$ cat src/rtl/scope_pkg.sv
// Shared acquisition-path definitions: sample width, channel tags, buffer depth rule.
// No logic of its own; used at elaboration by the acquisition buffers.
// No flow control here.
package scope_pkg;

  localparam int SAMPLE_W = 8;

  localparam logic CH0 = 1'b0;
  localparam logic CH1 = 1'b1;

  // Buffer depths must be a power of two so pointers wrap for free, and >= 2
  // so the head and the write slot never alias while a buffer is full.
  function automatic bit depth_ok(input int depth);
    return (depth >= 2) && ((depth & (depth - 1)) == 0);
  endfunction

endpackage

$ cat src/rtl/chan_demux_buf_if.sv
// Sample stream bundle: tagged interleaved input plus two per-channel valid/ready outputs.
// Pure wiring, no latency.
// Input side has no ready; each output channel is stalled by its own ready.
interface chan_demux_buf_if #(
  parameter int DATA_W = scope_pkg::SAMPLE_W
) ();

  logic [DATA_W-1:0] in_data;
  logic              in_sel;
  logic              in_valid;

  logic [DATA_W-1:0] out0_data;
  logic              out0_valid;
  logic              out0_ready;

  logic [DATA_W-1:0] out1_data;
  logic              out1_valid;
  logic              out1_ready;

  // Source/consumer side: drives samples in, provides readys, sees channel outputs.
  modport master (
    output in_data, in_sel, in_valid, out0_ready, out1_ready,
    input  out0_data, out0_valid, out1_data, out1_valid
  );

  // Demux side.
  modport slave (
    input  in_data, in_sel, in_valid, out0_ready, out1_ready,
    output out0_data, out0_valid, out1_data, out1_valid
  );

endinterface

$ cat src/rtl/sample_fifo.sv
// Single-clock show-ahead FIFO with registered head data, valid and level.
// Latency: a push into an empty FIFO is visible on dout/valid after the same edge.
// Backpressure: pop is ignored while valid=0; a push while full is refused unless it pops that cycle.
module sample_fifo import scope_pkg::*; #(
  parameter int DATA_W = SAMPLE_W,
  parameter int DEPTH  = 8
) (
  input  logic                     clk,
  input  logic                     rst_n,
  input  logic                     push,
  input  logic                     pop,
  input  logic [DATA_W-1:0]        din,
  output logic [DATA_W-1:0]        dout,
  output logic                     valid,
  output logic [$clog2(DEPTH):0]   level,
  output logic                     full
);

  localparam int PTR_W = $clog2(DEPTH);
  localparam int LVL_W = PTR_W + 1;

  logic [DATA_W-1:0] mem [DEPTH];
  logic [PTR_W-1:0]  wr_ptr;
  logic [PTR_W-1:0]  rd_ptr;
  logic [PTR_W-1:0]  rd_nxt;
  logic [LVL_W-1:0]  level_nxt;
  logic              wr_en;
  logic              rd_en;
  logic              load_head;
  logic [DATA_W-1:0] head_nxt;

  // Full comes from the occupancy count; pointers alone cannot tell full from empty.
  assign full   = (level == LVL_W'(DEPTH));
  assign rd_en  = pop && valid;
  assign wr_en  = push && (!full || rd_en);
  assign rd_nxt = rd_ptr + PTR_W'(1);

  // Next occupancy: simultaneous push and pop cancel out.
  always_comb begin
    level_nxt = level;
    case ({wr_en, rd_en})
      2'b10:   level_nxt = level + LVL_W'(1);
      2'b01:   level_nxt = level - LVL_W'(1);
      default: level_nxt = level;
    endcase
  end

  // Select the next head: the incoming sample when it becomes the only entry,
  // otherwise the entry behind the one being popped. When the last entry pops
  // with nothing arriving, dout simply holds and valid drops.
  always_comb begin
    load_head = 1'b0;
    head_nxt  = din;
    if (wr_en && ((level == '0) || (rd_en && (level == LVL_W'(1))))) begin
      load_head = 1'b1;
      head_nxt  = din;
    end else if (rd_en && (level > LVL_W'(1))) begin
      load_head = 1'b1;
      head_nxt  = mem[rd_nxt];
    end
  end

  // Storage array; contents are don't-care after reset since level gates everything.
  always_ff @(posedge clk) begin
    if (wr_en) begin
      mem[wr_ptr] <= din;
    end
  end

  // Pointers, occupancy and the registered head/valid presented to the consumer.
  always_ff @(posedge clk or negedge rst_n) begin
    if (!rst_n) begin
      wr_ptr <= '0;
      rd_ptr <= '0;
      level  <= '0;
      valid  <= 1'b0;
      dout   <= '0;
    end else begin
      if (wr_en) wr_ptr <= wr_ptr + PTR_W'(1);
      if (rd_en) rd_ptr <= rd_nxt;
      level <= level_nxt;
      valid <= (level_nxt != '0);
      if (load_head) dout <= head_nxt;
    end
  end

endmodule

$ cat src/rtl/chan_demux_buf.sv
// Splits a tagged interleaved sample stream into two buffered per-channel streams.
// Latency: a sample reaches an empty channel's output one edge after its push.
// Backpressure: input cannot stall; samples for a full, non-popping channel are dropped and flagged sticky.
module chan_demux_buf import scope_pkg::*; #(
  parameter int DATA_W = SAMPLE_W,
  parameter int DEPTH  = 8
) (
  input  logic                   clk,
  input  logic                   rst_n,
  chan_demux_buf_if.slave        bus,
  output logic [$clog2(DEPTH):0] level0,
  output logic [$clog2(DEPTH):0] level1,
  output logic                   ovf0,
  output logic                   ovf1,
  input  logic                   ovf_clr
);

  if (!depth_ok(DEPTH)) begin : g_bad_depth
    $error("chan_demux_buf: DEPTH must be a power of two and at least 2");
  end

  logic push0, push1;
  logic pop0, pop1;
  logic full0, full1;
  logic drop0, drop1;

  assign push0 = bus.in_valid && (bus.in_sel == CH0);
  assign push1 = bus.in_valid && (bus.in_sel == CH1);

  // A pop in the same cycle frees the slot, so only a non-popping full channel drops.
  assign pop0  = bus.out0_valid && bus.out0_ready;
  assign pop1  = bus.out1_valid && bus.out1_ready;
  assign drop0 = push0 && full0 && !pop0;
  assign drop1 = push1 && full1 && !pop1;

  sample_fifo #(.DATA_W(DATA_W), .DEPTH(DEPTH)) u_fifo0 (
    .clk   (clk),
    .rst_n (rst_n),
    .push  (push0),
    .pop   (bus.out0_ready),
    .din   (bus.in_data),
    .dout  (bus.out0_data),
    .valid (bus.out0_valid),
    .level (level0),
    .full  (full0)
  );

  sample_fifo #(.DATA_W(DATA_W), .DEPTH(DEPTH)) u_fifo1 (
    .clk   (clk),
    .rst_n (rst_n),
    .push  (push1),
    .pop   (bus.out1_ready),
    .din   (bus.in_data),
    .dout  (bus.out1_data),
    .valid (bus.out1_valid),
    .level (level1),
    .full  (full1)
  );

  // Sticky overflow flags; a new drop outranks a clear in the same cycle.
  always_ff @(posedge clk or negedge rst_n) begin
    if (!rst_n) begin
      ovf0 <= 1'b0;
      ovf1 <= 1'b0;
    end else begin
      if (drop0)        ovf0 <= 1'b1;
      else if (ovf_clr) ovf0 <= 1'b0;
      if (drop1)        ovf1 <= 1'b1;
      else if (ovf_clr) ovf1 <= 1'b0;
    end
  end

endmodule

$ cat src/flat_wrapper.sv
// flat-port wrapper written by rule: the top's interface ports become plain ports
module chan_demux_buf_flat import scope_pkg::*;
#(
  parameter int DATA_W = SAMPLE_W,
  parameter int DEPTH  = 8
)
  (clk, rst_n, level0, level1, ovf0, ovf1, ovf_clr, bus_in_data, bus_in_sel, bus_in_valid, bus_out0_ready, bus_out1_ready, bus_out0_data, bus_out0_valid, bus_out1_data, bus_out1_valid);
  chan_demux_buf_if #(.DATA_W(DATA_W)) bus_i ();
  input  logic clk;
  input  logic rst_n;
  output logic [$clog2(DEPTH):0] level0;
  output logic [$clog2(DEPTH):0] level1;
  output logic ovf0;
  output logic ovf1;
  input  logic ovf_clr;
  input wire logic [$bits(bus_i.in_data)-1:0] bus_in_data;
  input wire logic [$bits(bus_i.in_sel)-1:0] bus_in_sel;
  input wire logic [$bits(bus_i.in_valid)-1:0] bus_in_valid;
  input wire logic [$bits(bus_i.out0_ready)-1:0] bus_out0_ready;
  input wire logic [$bits(bus_i.out1_ready)-1:0] bus_out1_ready;
  output wire logic [$bits(bus_i.out0_data)-1:0] bus_out0_data;
  output wire logic [$bits(bus_i.out0_valid)-1:0] bus_out0_valid;
  output wire logic [$bits(bus_i.out1_data)-1:0] bus_out1_data;
  output wire logic [$bits(bus_i.out1_valid)-1:0] bus_out1_valid;
  assign bus_i.in_data = bus_in_data;
  assign bus_i.in_sel = bus_in_sel;
  assign bus_i.in_valid = bus_in_valid;
  assign bus_i.out0_ready = bus_out0_ready;
  assign bus_i.out1_ready = bus_out1_ready;
  assign bus_out0_data = bus_i.out0_data;
  assign bus_out0_valid = bus_i.out0_valid;
  assign bus_out1_data = bus_i.out1_data;
  assign bus_out1_valid = bus_i.out1_valid;
  chan_demux_buf #(.DATA_W(DATA_W), .DEPTH(DEPTH)) u_core (.clk(clk), .rst_n(rst_n), .bus(bus_i), .level0(level0), .level1(level1), .ovf0(ovf0), .ovf1(ovf1), .ovf_clr(ovf_clr));
endmodule
$ cat config.mk
export PLATFORM = sky130hd
export DESIGN_NAME = chan_demux_buf_flat
export DESIGN_NICKNAME = d
export VERILOG_FILES = /design/src/rtl/scope_pkg.sv /design/src/rtl/chan_demux_buf_if.sv /design/src/rtl/sample_fifo.sv /design/src/rtl/chan_demux_buf.sv /design/src/flat_wrapper.sv
export SDC_FILE = /design/constraint.sdc
export NUM_CORES = 1
export LEC_CHECK = 0
export CAP_MARGIN = 30
export CORE_ASPECT_RATIO = 1.5
export CORE_MARGIN = 5
export CORE_UTILIZATION = 44
export DETAILED_ROUTE_END_ITERATION = 12
export MAX_ROUTING_LAYER = met4
export PLACE_DENSITY_LB_ADDON = 0.08
export SLEW_MARGIN = 20
export SYNTH_ARGS = -nofsm -noshare
export SYNTH_HDL_FRONTEND = slang
export SYNTH_HIERARCHICAL = 1
export SYNTH_SLANG_ARGS = --single-unit
$ cat constraint.sdc
create_clock -name clk -period 3.97 [get_ports clk]
set_input_delay 0.5955 -clock clk [delete_from_list [all_inputs] [get_ports clk]]
set_output_delay 0.5955 -clock clk [all_outputs]
set_load 0.02 [all_outputs]
---- Word-level counts from Yosys, hierarchy flattened ----
Memories as Yosys holds them, arrays and structs flattened.
Cells that the tools add are included.
cells by class
  add/subtract/negate cells ............... 8
  $lt $le $gt $ge ......................... 2
  equality and inequality tests ........... 8
  muxes and demuxes ....................... 17
  bitwise operators ....................... 1
  reduce and logical (&&, ||, !) cells .... 30
operators with widths
  cell                 count
  $mux 8               4
  $logic_and 1x1->1    16
  $pmux 4 s2           2
  $add 3x1->3 const B  4
  $mux 1               11
  $add 4x1->4 const B  2
  $eq 4x1->1 const B   2
  $eq 4x4->1 const B   2
  $gt 4x1->1 const B   2
  $logic_not 4->1      2
  $reduce_bool 4->1    2
  $sub 4x1->4 const B  2
  $eq 2x1->1 const B   2
  $eq 2x2->1 const B   2
  $logic_not 1->1      4
  $logic_or 1x1->1     4
  $reduce_bool 2->1    2
  $not 1->1            1
word-level totals
  register bits after elaboration ......... 40
  memory bits (writable) .................. 128
  word-level logic and storage cells ...... 80
  memories ................................ 2
memory list
  name                words  bits a word  rd ports  clocked after Yosys merged registers in  wr ports  line               text
  u_core.u_fifo0.mem  8      8            1         0                                        1         sample_fifo.sv:22  logic [DATA_W-1:0] mem [DEPTH];
  u_core.u_fifo1.mem  8      8            1         0                                        1         sample_fifo.sv:22

---- Logic depth before layout (Yosys ltp) ----
Gate-level depths: netlist of the first run.
  depth in word-level cells ............... 7
  depth in mapped cells ................... 10
  mapped depth without buffers ............ 10

---- By module ----
Netlist of the first run, hierarchy kept.
by module, submodules not included
  module                         instances  cells each  area an instance (µm²)  seq. area each (µm²)
  sample_fifo at u_core.u_fifo0  1          229         3465.8                  2397.3
  sample_fifo at u_core.u_fifo1  1          229         3462.1                  2397.3
  chan_demux_buf                 1          9           103.8                   50.0

---- Least setup slack after synthesis of the first run ----
Ideal clock, no wire load.
  path kind ............................... reg-to-reg
  from .................................... register u_core.u_fifo1.level[0]
  to ...................................... register u_core.u_fifo1.valid
  data arrival time ....................... 2.704 ns
  data required time ...................... 3.832 ns
  slack ................................... 1.127 ns
  cell stages (with the launch flop) ...... 10
  clock period less this slack ............ 2.843 ns
  path through ............................ dfrtp_1 inv_1 ha_1 nand3b_1 o21ai_1 inv_1 ha_1 a221o_1 a22o_1 or4_1
on the way
  word-level cells in the longest chain between the ends .. 7
  elaborated cells on any way between the ends .. 10
  those cells by class .................... 2 x add/sub; 3 x eq/ne; 1 x mux; 4 x reduce/logical
ends and longest elaborated chain
  element                                          line               text
  start: declaration                               sample_fifo.sv:15  output logic [$clog2(DEPTH):0] level,
  start signal: assignment                         sample_fifo.sv:81  level <= level_nxt;
  $eq 4x4->1 (*)                                   sample_fifo.sv:33  assign full = (level == LVL_W'(DEPTH));
  $logic_not 1->1 (*)                              sample_fifo.sv:35  assign wr_en = push && (!full || rd_en);
  $logic_or 1x1->1 (*)                             sample_fifo.sv:35
  $logic_and 1x1->1 (*)                            sample_fifo.sv:35
  net u_core.u_fifo1.wr_en                         sample_fifo.sv:27  logic wr_en;
  $eq 2x1->1 / $eq 2x2->1 (equally long branches)  sample_fifo.sv:41  case ({wr_en, rd_en})
  $pmux 4 s2 (*)                                   sample_fifo.sv:41
  net u_core.u_fifo1.level_nxt[3]                  sample_fifo.sv:26  logic [LVL_W-1:0] level_nxt;
  $reduce_bool 4->1 (*)                            sample_fifo.sv:82  valid <= (level_nxt != '0);
  end signal: assignment                           sample_fifo.sv:82
  end: declaration                                 sample_fifo.sv:14  output logic valid,
The timed path passes the listed nets; every way through them passes the cells marked *.
A chain may end at the register's enable or synchronous reset.

---- Final worst setup path of the first run ----
Ends and elaborated chain as after synthesis.

==> results of run 1 <==
-- cell usage after synthesis, drive strengths merged (4+ instances only) --
cell,n
o2111ai,12
xnor2,10
dfrtp,40
nor2b,5
clkbuf,15
ha,14
nand3,52
edfxtp,128
a21oi,4
inv,15
o31ai,6
a32oi,4
nand2,52
mux4,20
buf,5
nor2,12
nand2b,4
o21ai,6
nor3,8
mux2i,26
-- path summary, 6_finish.rpt --
path,start,to
worst min-delay path,rst_n,u_core/u_fifo1/dout[7]
max in group asynchronous,rst_n,u_core/u_fifo1/level[3]
worst min register to register,u_core/ovf0,u_core/ovf0
worst max register to register,u_core/u_fifo1/level[0],u_core/u_fifo1/valid
worst max-delay path,u_core/u_fifo1/level[0],u_core/u_fifo1/valid
min in group clk,u_core/ovf0,u_core/ovf0
-- worst max-delay path: stages, from the launching register on --
cell and delay, ns:
sky130_fd_sc_hd__dfrtp_1 0.47, sky130_fd_sc_hd__inv_1 0.09, sky130_fd_sc_hd__ha_1 0.25, sky130_fd_sc_hd__nand3b_1 0.13
sky130_fd_sc_hd__o21ai_1 0.51, sky130_fd_sc_hd__inv_1 0.19, sky130_fd_sc_hd__ha_1 0.31, sky130_fd_sc_hd__a221o_1 0.34
sky130_fd_sc_hd__a22o_1 0.19, sky130_fd_sc_hd__or4_1 0.50
-- power groups by stage --
stage | Clock [mW] | Sequential, mW | Combinational [mW]
2_1_floorplan | 0 | 2.55 | 1.57
6_report | 1.71 | 2.42 | 2.45
3_3_place_gp | 0 | 2.44 | 2.44
4_1_cts | 1.75 | 2.42 | 2.49
5_1_grt | 1.83 | 2.46 | 2.69
3_5_place_dp | 0 | 2.45 | 2.47
-- metrics by stage --
step / cells / setup slack, ns / util, % / hold WS (ns)
after CTS: 743 / 0.895 / 53.5 / 0.0663
final: 743 / 0.857 / 53.5 / 0.0792
after global routing: 743 / 0.640 / 53.5 / 0.0768
after floorplan: 467 / 1.13 / - / 0.300
after global placement: 710 / 0.601 / 49.4 / 0.478
after detailed placement: 711 / 0.483 / 49.5 / 0.477
-- final cells by class --
cell class | count | area, sq um
timing repair buffer | 61 | 571
multi-input combinational | 264 | 2050
sequential | 168 | 4840
clock inverter | 15 | 191
fill | 1335 | 7300
clock buffer | 17 | 425
tap | 203 | 254
inverter | 15 | 56.3
-- registers in the layout, indices dropped and copies added (netlist names) --
register	count
u_core/u_fifo0/mem	64
u_core/u_fifo0/dout	8
u_core/ovf0	1
u_core/u_fifo0/rd_ptr	3
u_core/u_fifo1/level	4
u_core/u_fifo1/wr_ptr	3
u_core/u_fifo1/valid	1
u_core/u_fifo0/valid	1
u_core/ovf1	1
u_core/u_fifo1/mem	64
u_core/u_fifo1/dout	8
u_core/u_fifo0/wr_ptr	3
u_core/u_fifo0/level	4
u_core/u_fifo1/rd_ptr	3
-- routing by layer --
| layer | GRT usage [%] | share of wire [%] | vias up | wire length (um) |
|---|---|---|---|---|
| met5 | - | 0 | - | 0 |
| met4 | 5.80 | 1.1 | 0 | 150 |
| met3 | 3.30 | 2.3 | 16 | 333 |
| met2 | 30.3 | 57 | 68 | 8070 |
| met1 | 18.2 | 40 | 2099 | 5630 |
| li1 | - | - | 1920 | - |
-- kinds of logic after synthesis --
kind of cell	Yosys count
simple gates	144
xor+xnor	12
fa+ha+maj	14
buf+inv	35
flops	168
compound gates	48
mux	46
==> out/results.md, run 1 <==
## Clocking
• CTS Sinks: 168
• number of buffers added by the clock tree synthesis step: 17
• clock slew at the register clock pins of the worst setup and hold paths: 0.07 ns
• clk_lat worst skew: 0.42 ns
• number of hold buffers added after CTS: 0
• CTS max path bufs: 2
• post-CTS resize count: 0
• TritonCTS clock tree: yes
• buffer type at the clock tree root: sky130_fd_sc_hd__clkbuf_16
• number of H-tree levels: 4
• post-CTS setup buffer count: 0

## Floorplanning
• core area: 15700 sq um
• die extent in y: 165 um
• die outline area: 18700 sq um
• count of standard-cell rows: 56
• starting density of the core: 44.8%
• count of pins on the block boundary: 43
• die boundary width: 113 um

## Critical path
• worst-path maximum fanout: 8
• kind of start point of the critical path: flip-flop
• CP required: 4.26 ns
• classification of the worst setup path: reg -> reg
• data arrival time of the critical path: 3.40 ns
• Critical Path End Type: flip-flop
• worst reg-to-reg path cell count: 9
• reg-to-reg slack, setup: 0.86 ns

## Layout
• commonest cells after routing, fill and taps aside: sky130_fd_sc_hd__edfxtp_1 (128), sky130_fd_sc_hd__nand2_1 (52), sky130_fd_sc_hd__nand3_1 (52), sky130_fd_sc_hd__clkdlybuf4s50_1 (41), sky130_fd_sc_hd__dfrtp_1 (40)
• commonest non-fill, non-tap cell in the layout: sky130_fd_sc_hd__edfxtp_1
• number of nets in the finished design: 556
• Antenna Diode Count: 0
• Post-Layout Inst Area: 8390 sq um
• layout overhead on the synthesized area: 19.3%
• ratio of cells with drive above 1 in the final layout: 14.8%

## GRT
• number of global-route vias before repair: 4312
• number of antenna violations at the first check in global routing: 0
• pin count of the biggest net entering global routing: 31
• GRT Total Usage: 16.7%
• first-pass GRT wire length: 23100 um
• GRT Residual Overflow: 0

## Yosys
• synthesized flop and latch total: 168
• Post-Syn Instances: 467
• part of the Yosys area used for sequential elements: 68.9%
• XOR/XNOR Fraction of Synth Area: 1.49%
• synthesized-area fraction occupied by and/or/nand/nor cells: 9.73%
• multiplexer area fraction after synthesis: 10.1%
• largest cells by area after synthesis: sky130_fd_sc_hd__edfxtp_1 (55%), sky130_fd_sc_hd__dfrtp_1 (14%), sky130_fd_sc_hd__mux4_2 (6.4%), sky130_fd_sc_hd__mux2i_1 (3.7%), sky130_fd_sc_hd__nand3_1 (3.7%)
• complex-gate fraction of the synthesized area: 5.30%
• fraction of the mapped netlist area in adder cells: 2.49%
• share of synthesized flip-flops with an asynchronous set or reset: 23.8%
• proportion of netlist area held by the largest area contributor: 54.7%
• Post-synth EDFFs: 128
• combinational family with the most area after synthesis: multiplexers
• mean instance size in the synthesized netlist: 15.1 sq um
• yosys warns: 6
• number of distinct library cell variants in the gate-level netlist after synthesis: 41
• Syn Nets: 496
• mapped cell area: 7030 sq um
• Primary FF master, synth: sky130_fd_sc_hd__edfxtp_1
• library cell occupying the most area in the post-synthesis netlist: sky130_fd_sc_hd__edfxtp_1

## Route
• total vias in the final route: 4103
• Iter 0 DRT Violations: 259
• post-route ant nets: 0
• post-DR vias/cell: 5.52
• Remaining DRCs: 0
• average wire per cell in the routed design: 19.1 um
• final wirelength: 14200 um
• number of search-and-repair iterations in the first detailed-routing pass: 6

## Pwr
• power per unit of standard cell area: 784 nW/um^2
• static leakage power: 3.07 nW
• Final Power: 6.58 mW
• highest ir drop seen on vdd: 0.385 mV
• share of power burned in registers: 36.8%
• internal cell power: 4.32 mW
• switching power: 2.26 mW
• Net Sw Frac: 34.3%
• combinational cell fraction of total power: 37.2%
• clock power share: 26.0%

## Flow run
• max-capacitance violation count: 0

## Timing
• Period minus WS final: 3.11 ns
• max-slew headroom at the worst pin: 31.0%
• pins over their slew limit: 0
• total negative slack: 0 ns
• Clock Skew: 0.0101 ns
• Hold Violations, Final: 0
• Max Fclk: 0.321 GHz
• part of the cycle the worst path needs: 78.4%
• slew at the pin closest to its max-slew limit: 1.03 ns
• RSZ-0062 raised after global routing: no
• Finish-stage setup viols: 0

## Run status
• outcome: finished clean

## Place
• GPL Wtd Cong: 0.787
• post-DP HPWL: 10100 um
• Placed Instance Area: 7770 sq um
• number of buffer cells added on primary ports: 42

## Worst hold path
• Hold/Removal Path Class: in -> async

No activity file was read; power rests on OpenSTA's default activity.
==> run 2: changes to the inputs <==
- clock period: 3.97 -> 3 ns (I/O delays scaled with it)
==> out/results.md, run 2 (synthesis results as in run 1) <==
## Critical path
• reg-to-reg slack, setup: 0.23 ns, -0.63 ns
• reg2reg end: u_core/u_fifo1/valid
• Crit-path slowest cell: sky130_fd_sc_hd__or4_1
• CP required: 3.28 ns, -0.98 ns
• Crit path depth: 9, unchanged
• maximum single-stage delay on the critical path: 0.52 ns, about the same
• worst reg-to-reg path cell count: 9, unchanged
• Crit path buffers/inverters: 2, unchanged
• data arrival time of the critical path: 3.05 ns, -0.35 ns
• capture point of the critical path: u_core/u_fifo1/valid
• cell-by-cell trace of the critical path: inv_1, ha_1, nand3b_1, o21ai_1, inv_1, ha_1, a221o_1, a22o_1, or4_1
• start of the worst register-to-register path: u_core/u_fifo1/level[0]
• launching element of the worst setup path: u_core/u_fifo1/level[0]
• Critical Path End Type: flip-flop
• classification of the worst setup path: reg -> reg
• kind of start point of the critical path: flip-flop
• CP delay by family, top: compound AO/OA/AOI/OAI gates
• worst-path maximum fanout: 8, unchanged

## Timing
• Hold Violations, Final: 0, unchanged
• pins over their slew limit: 0, unchanged
• Finish-stage setup viols: 0, unchanged
• total negative slack: 0 ns, unchanged
• Period minus WS final: 2.77 ns, -0.339 ns
• RSZ-0062 raised after global routing: no
• part of the cycle the worst path needs: 92.5%, +14 points
• slew at the pin closest to its max-slew limit: 0.736 ns, -0.290 ns
• Final WS setup: 0.226 ns, -0.631 ns
• Clock Skew: 0.0182 ns, +0.00817 ns
• max-slew headroom at the worst pin: 50.6%, +20 points
• Max Fclk: 0.360 GHz, +12%

## Layout
• Antenna Diode Count: 0, unchanged
• final core utilization: 54.0%, +0.53 points
• registers with the highest flip-flop counts: u_core/u_fifo0/mem (64), u_core/u_fifo1/mem (64)
• filler-free cell count of the finished design: 756, +1.7%
• number of nets in the finished design: 569, +2.3%
• ratio of cells with drive above 1 in the final layout: 16.5%, +1.6 points
• commonest cells after routing, fill and taps aside: sky130_fd_sc_hd__edfxtp_1 (128), sky130_fd_sc_hd__nand2_1 (52), sky130_fd_sc_hd__nand3_1 (52), sky130_fd_sc_hd__clkdlybuf4s50_1 (41), sky130_fd_sc_hd__dfrtp_1 (40)
• commonest non-fill, non-tap cell in the layout: sky130_fd_sc_hd__edfxtp_1
• Fill cells: 1339, +0.30%
• layout overhead on the synthesized area: 20.5%

## Floorplanning
• die boundary width: 113 um, unchanged
• count of standard-cell rows: 56, unchanged
• starting density of the core: 44.8%, unchanged
• core area: 15700 sq um, unchanged
• die outline area: 18700 sq um, unchanged
• count of pins on the block boundary: 43, unchanged
• die extent in y: 165 um, unchanged

## Route
• Remaining DRCs: 0, unchanged
• Iter 0 DRT Violations: 211, -19%
• post-DR vias/cell: 5.40, -2.2%
• final wirelength: 14000 um, -1.1%
• total vias in the final route: 4085, -0.44%
• average wire per cell in the routed design: 18.6 um, -2.8%
• number of search-and-repair iterations in the first detailed-routing pass: 4, -2
• post-route ant nets: 0, unchanged

## GRT
• met2 capacity usage during global routing: 29.6%, -0.65 points
• fraction of met1 tracks used by global routing: 18.4%, +0.14 points
• GRT Total Usage: 16.7%, -0.024 points
• pin count of the biggest net entering global routing: 28, -9.7%
• number of antenna violations at the first check in global routing: 0, unchanged
• first-pass GRT wire length: 23100 um, -0.21%
• global-route track usage on met3: 3.15%, -0.15 points
• GRT Residual Overflow: 0, unchanged
• global routing's busiest layer: met2
• number of global-route vias before repair: 4382, +1.6%

## Pwr
• highest ir drop seen on vdd: 0.497 mV, +29%
• static leakage power: 3.13 nW, +2.0%
• Final Power: 8.66 mW, +32%
• power per unit of standard cell area: 1020 nW/um^2, +30%

## Clocking
• CTS max path bufs: 2, unchanged
• buffer type at the clock tree root: sky130_fd_sc_hd__clkbuf_16
• CTS Sinks: 168, unchanged
• number of buffers added by the clock tree synthesis step: 17, unchanged
• clock slew at the register clock pins of the worst setup and hold paths: 0.06 ns, about the same
• TritonCTS clock tree: yes
• clk_lat worst skew: 0.42 ns, about the same
• number of H-tree levels: 4, unchanged

## Place
• number of buffer cells added on primary ports: 42, unchanged
• Placed Instances: 723, +1.7%
• post-DP HPWL: 10100 um, about the same
• GPL Wtd Cong: 0.787, about the same
• worst setup timing slack at the placement stage: 0.0660 ns, -0.417 ns

## Worst hold path
• Hold/Removal Path Class: in -> async

## Flow run
• max-capacitance violation count: 0, unchanged

## Run status
• outcome: finished clean

run 2: cell count changes in the layout (fill, tap and decap cells not counted), sizes merged:
| cell | before | now |
|---|---|---|
| clkbuf | 17 | 20 |
| inv | 22 | 17 |
| clkinvlp | 3 | 2 |
| buf | 20 | 32 |
| dlygate4sd3 | 0 | 1 |
| clkinv | 2 | 5 |
run 2: per-layer routing:
metal  wire [um]  share of wire [%]
met3         289                2.1
met1        5510                 39
met4         113               0.81
met2        8120                 58
met5           0                  0
run 2: layout make-up:
cell class / instances / area [sq um] / share of cell area (%)
Clock buffer: 20 / 447 / 5.27
Clock inverter: 12 / 150 / 1.77
Inverter: 15 / 56.3 / 0.664
Multi-Input combinational cell: 264 / 2050 / 24.2
Sequential cell: 168 / 4840 / 57.2
Tap cell: 203 / 254 / 3.00
Timing Repair Buffer: 74 / 671 / 7.91
run 2: repair_timing:
action,in CTS,in global routing
hold buffers,1,0
gates resized for setup,0,1
hold endpoints to repair,13,0
setup endpoints to repair,0,1
setup buffers,0,0
run 2: power breakdown:
part | switching, mW | leakage (nW) | internal (mW) | total (mW)
registers | 0.297 | 1.65 | 2.90 | 3.20
clock network | 0.852 | 0.288 | 1.33 | 2.18
logic | 1.76 | 1.19 | 1.51 | 3.28
total | 2.91 | 3.13 | 5.75 | 8.66
run 2: through the flow:
stage	instance area, sq um	hold WS (ns)
3_3_place_gp	7840	0.468
2_1_floorplan	7030	0.154
5_1_grt	8470	0.509
6_report	8470	0.489
4_1_cts	8470	0.489
3_5_place_dp	7860	0.412
run 2: worst min-delay path by stage:
stage	to	slack, ns	depth (start not counted)
after floorplan	u_core/ovf0	0.15	0
after global placement	u_core/u_fifo0/rd_ptr[1]	0.47	2
after detailed placement	u_core/u_fifo1/dout[7]	0.41	1
after CTS	u_core/u_fifo1/dout[7]	0.49	2
after global routing	u_core/u_fifo1/dout[0]	0.51	2
final	u_core/u_fifo0/dout[0]	0.49	2
==> run 3: changes to the inputs <==
- SLEW_MARGIN: 20 -> 30
==> out/results.md, run 3 (synthesis results as in run 1) <==
## Run status
• outcome: finished clean

## Layout
• commonest non-fill, non-tap cell in the layout: sky130_fd_sc_hd__edfxtp_1
• final core utilization: 53.8%, -0.15 points
• number of nets in the finished design: 567, -0.35%
• layout overhead on the synthesized area: 20.2%
• commonest cells after routing, fill and taps aside: sky130_fd_sc_hd__edfxtp_1 (128), sky130_fd_sc_hd__nand2_1 (52), sky130_fd_sc_hd__nand3_1 (52), sky130_fd_sc_hd__clkdlybuf4s50_1 (41), sky130_fd_sc_hd__dfrtp_1 (40)
• ratio of cells with drive above 1 in the final layout: 16.3%, -0.12 points
• registers with the highest flip-flop counts: u_core/u_fifo0/mem (64), u_core/u_fifo1/mem (64)
• Post-Layout Inst Area: 8450 sq um, -0.28%
• Fill cells: 1314, -1.9%
• Antenna Diode Count: 0, unchanged

## Timing
• max-slew headroom at the worst pin: 48.7%, -1.9 points
• Final WS setup: 0.211 ns, -0.0147 ns
• part of the cycle the worst path needs: 93.0%, +0.49 points
• Max Fclk: 0.359 GHz, -0.53%
• slew at the pin closest to its max-slew limit: 0.764 ns, +0.0285 ns
• Period minus WS final: 2.79 ns, +0.0147 ns
• Finish-stage setup viols: 0, unchanged
• worst hold-check slack: 0.0328 ns, -0.457 ns
• RSZ-0062 raised after global routing: no
• Clock Skew: 0.00771 ns, -0.0105 ns
• Hold Violations, Final: 0, unchanged
• pins over their slew limit: 0, unchanged
• total negative slack: 0 ns, unchanged

## Route
• total vias in the final route: 4031, -1.3%
• average wire per cell in the routed design: 18.5 um, -0.18%
• Iter 0 DRT Violations: 250, +18%
• post-route ant nets: 0, unchanged
• Remaining DRCs: 0, unchanged
• final wirelength: 14000 um, -0.45%
• post-DR vias/cell: 5.35, -1.1%
• number of search-and-repair iterations in the first detailed-routing pass: 4, unchanged

## Floorplanning
• starting density of the core: 44.8%, unchanged
• die outline area: 18700 sq um, unchanged
• core area: 15700 sq um, unchanged
• die boundary width: 113 um, unchanged
• count of pins on the block boundary: 43, unchanged
• die extent in y: 165 um, unchanged
• count of standard-cell rows: 56, unchanged

## GRT
• number of antenna violations at the first check in global routing: 0, unchanged
• GRT Total Usage: 16.5%, -0.20 points
• number of global-route vias before repair: 4271, -2.5%
• first-pass GRT wire length: 22700 um, -1.5%
• pin count of the biggest net entering global routing: 41, +46%
• GRT Residual Overflow: 0, unchanged

## Pwr
• power per unit of standard cell area: 1030 nW/um^2, +0.44%
• share of power burned in registers: 36.9%, about the same
• clock power share: 25.3%, about the same
• static leakage power: 3.11 nW, -0.43%
• switching power: 2.93 mW, +0.61%
• Net Sw Frac: 33.8%, +0.15 points
• combinational cell fraction of total power: 37.8%, about the same
• highest ir drop seen on vdd: 0.543 mV, +9.2%
• internal cell power: 5.74 mW, about the same

## Clocking
• buffer type at the clock tree root: sky130_fd_sc_hd__clkbuf_16
• CTS Sinks: 168, unchanged
• number of H-tree levels: 4, unchanged
• clock slew at the register clock pins of the worst setup and hold paths: 0.06 ns, about the same
• TritonCTS clock tree: yes
• CTS max path bufs: 2, unchanged
• post-CTS resize count: 0, unchanged
• clk_lat worst skew: 0.41 ns, about the same
• post-CTS setup buffer count: 0, unchanged
• number of buffers added by the clock tree synthesis step: 17, unchanged
• number of hold buffers added after CTS: 0, -1

## Place
• worst setup timing slack at the placement stage: 0.0649 ns, -0.00105 ns
• Placed Instance Area: 7850 sq um, -0.22%
• GPL Wtd Cong: 0.787, unchanged
• number of buffer cells added on primary ports: 42, unchanged
• post-DP HPWL: 9910 um, -2.4%

## Critical path
• kind of start point of the critical path: flip-flop
• Critical Path End Type: flip-flop
• data arrival time of the critical path: 3.07 ns, +0.02 ns
• worst-path maximum fanout: 8, unchanged
• CP required: 3.28 ns, about the same
• classification of the worst setup path: reg -> reg

## Worst hold path
• Hold/Removal Path Class: in -> async

## Flow run
• max-capacitance violation count: 0, unchanged

run 3: critical path, stage by stage, from the launching register on:
cell and delay (ns):
sky130_fd_sc_hd__dfrtp_1 0.47, sky130_fd_sc_hd__inv_1 0.09, sky130_fd_sc_hd__ha_1 0.25, sky130_fd_sc_hd__nand3b_1 0.13, sky130_fd_sc_hd__o21ai_1 0.25, sky130_fd_sc_hd__inv_1 0.14
sky130_fd_sc_hd__ha_1 0.28, sky130_fd_sc_hd__a221o_1 0.33, sky130_fd_sc_hd__a22o_1 0.19, sky130_fd_sc_hd__or4_1 0.52
run 3: path summary, 6_finish.rpt:
path,start,endpoint,slack (ns),cells past startpoint
worst min-delay path,rst_n,u_core/u_fifo1/dout[0],0.03,1
worst max-delay path,u_core/u_fifo1/level[0],u_core/u_fifo1/valid,0.21,9
max in group asynchronous,rst_n,u_core/u_fifo0/rd_ptr[1],2.55,1
min in group clk,u_core/u_fifo1/rd_ptr[1],u_core/u_fifo1/rd_ptr[1],0.49,2
worst max register to register,u_core/u_fifo1/level[0],u_core/u_fifo1/valid,0.21,9
worst min register to register,u_core/u_fifo1/rd_ptr[1],u_core/u_fifo1/rd_ptr[1],0.49,2
run 3: per-stage QoR:
step / power (mW) / instances
global route: 9.22 / 754
CTS: 8.78 / 754
finish: 8.67 / 754
global placement: 6.52 / 722
floorplan: 5.45 / 467
detailed placement: 6.57 / 722
run 3: final cells by class:
type	count	area, sq um	share of cell area, %
flip-flops and latches	168	4840	57.3
multi-input cells	264	2050	24.3
repair buffers	72	643	7.61
clock buffers	20	447	5.29
well taps	203	254	3.01
clock inverters	12	154	1.82
inverters	15	56.3	0.666
run 3: power groups by stage:
| stage | clock (mW) | combinational [mW] | sequential (mW) |
|---|---|---|---|
| floorplan | 0 | 2.08 | 3.38 |
| global placement | 0 | 3.28 | 3.23 |
| detailed placement | 0 | 3.32 | 3.25 |
| CTS | 2.24 | 3.33 | 3.21 |
| global route | 2.36 | 3.61 | 3.25 |
| finish | 2.19 | 3.28 | 3.20 |
run 3: routing by layer:
| layer | vias to the layer above | routed length (um) | track usage [%] |
|---|---|---|---|
| li1 | 1931 | - | - |
| met1 | 2020 | 5560 | 18.4 |
| met2 | 62 | 7870 | 28.9 |
| met3 | 18 | 292 | 3.01 |
| met4 | 0 | 253 | 7.05 |
| met5 | - | 0 | - |
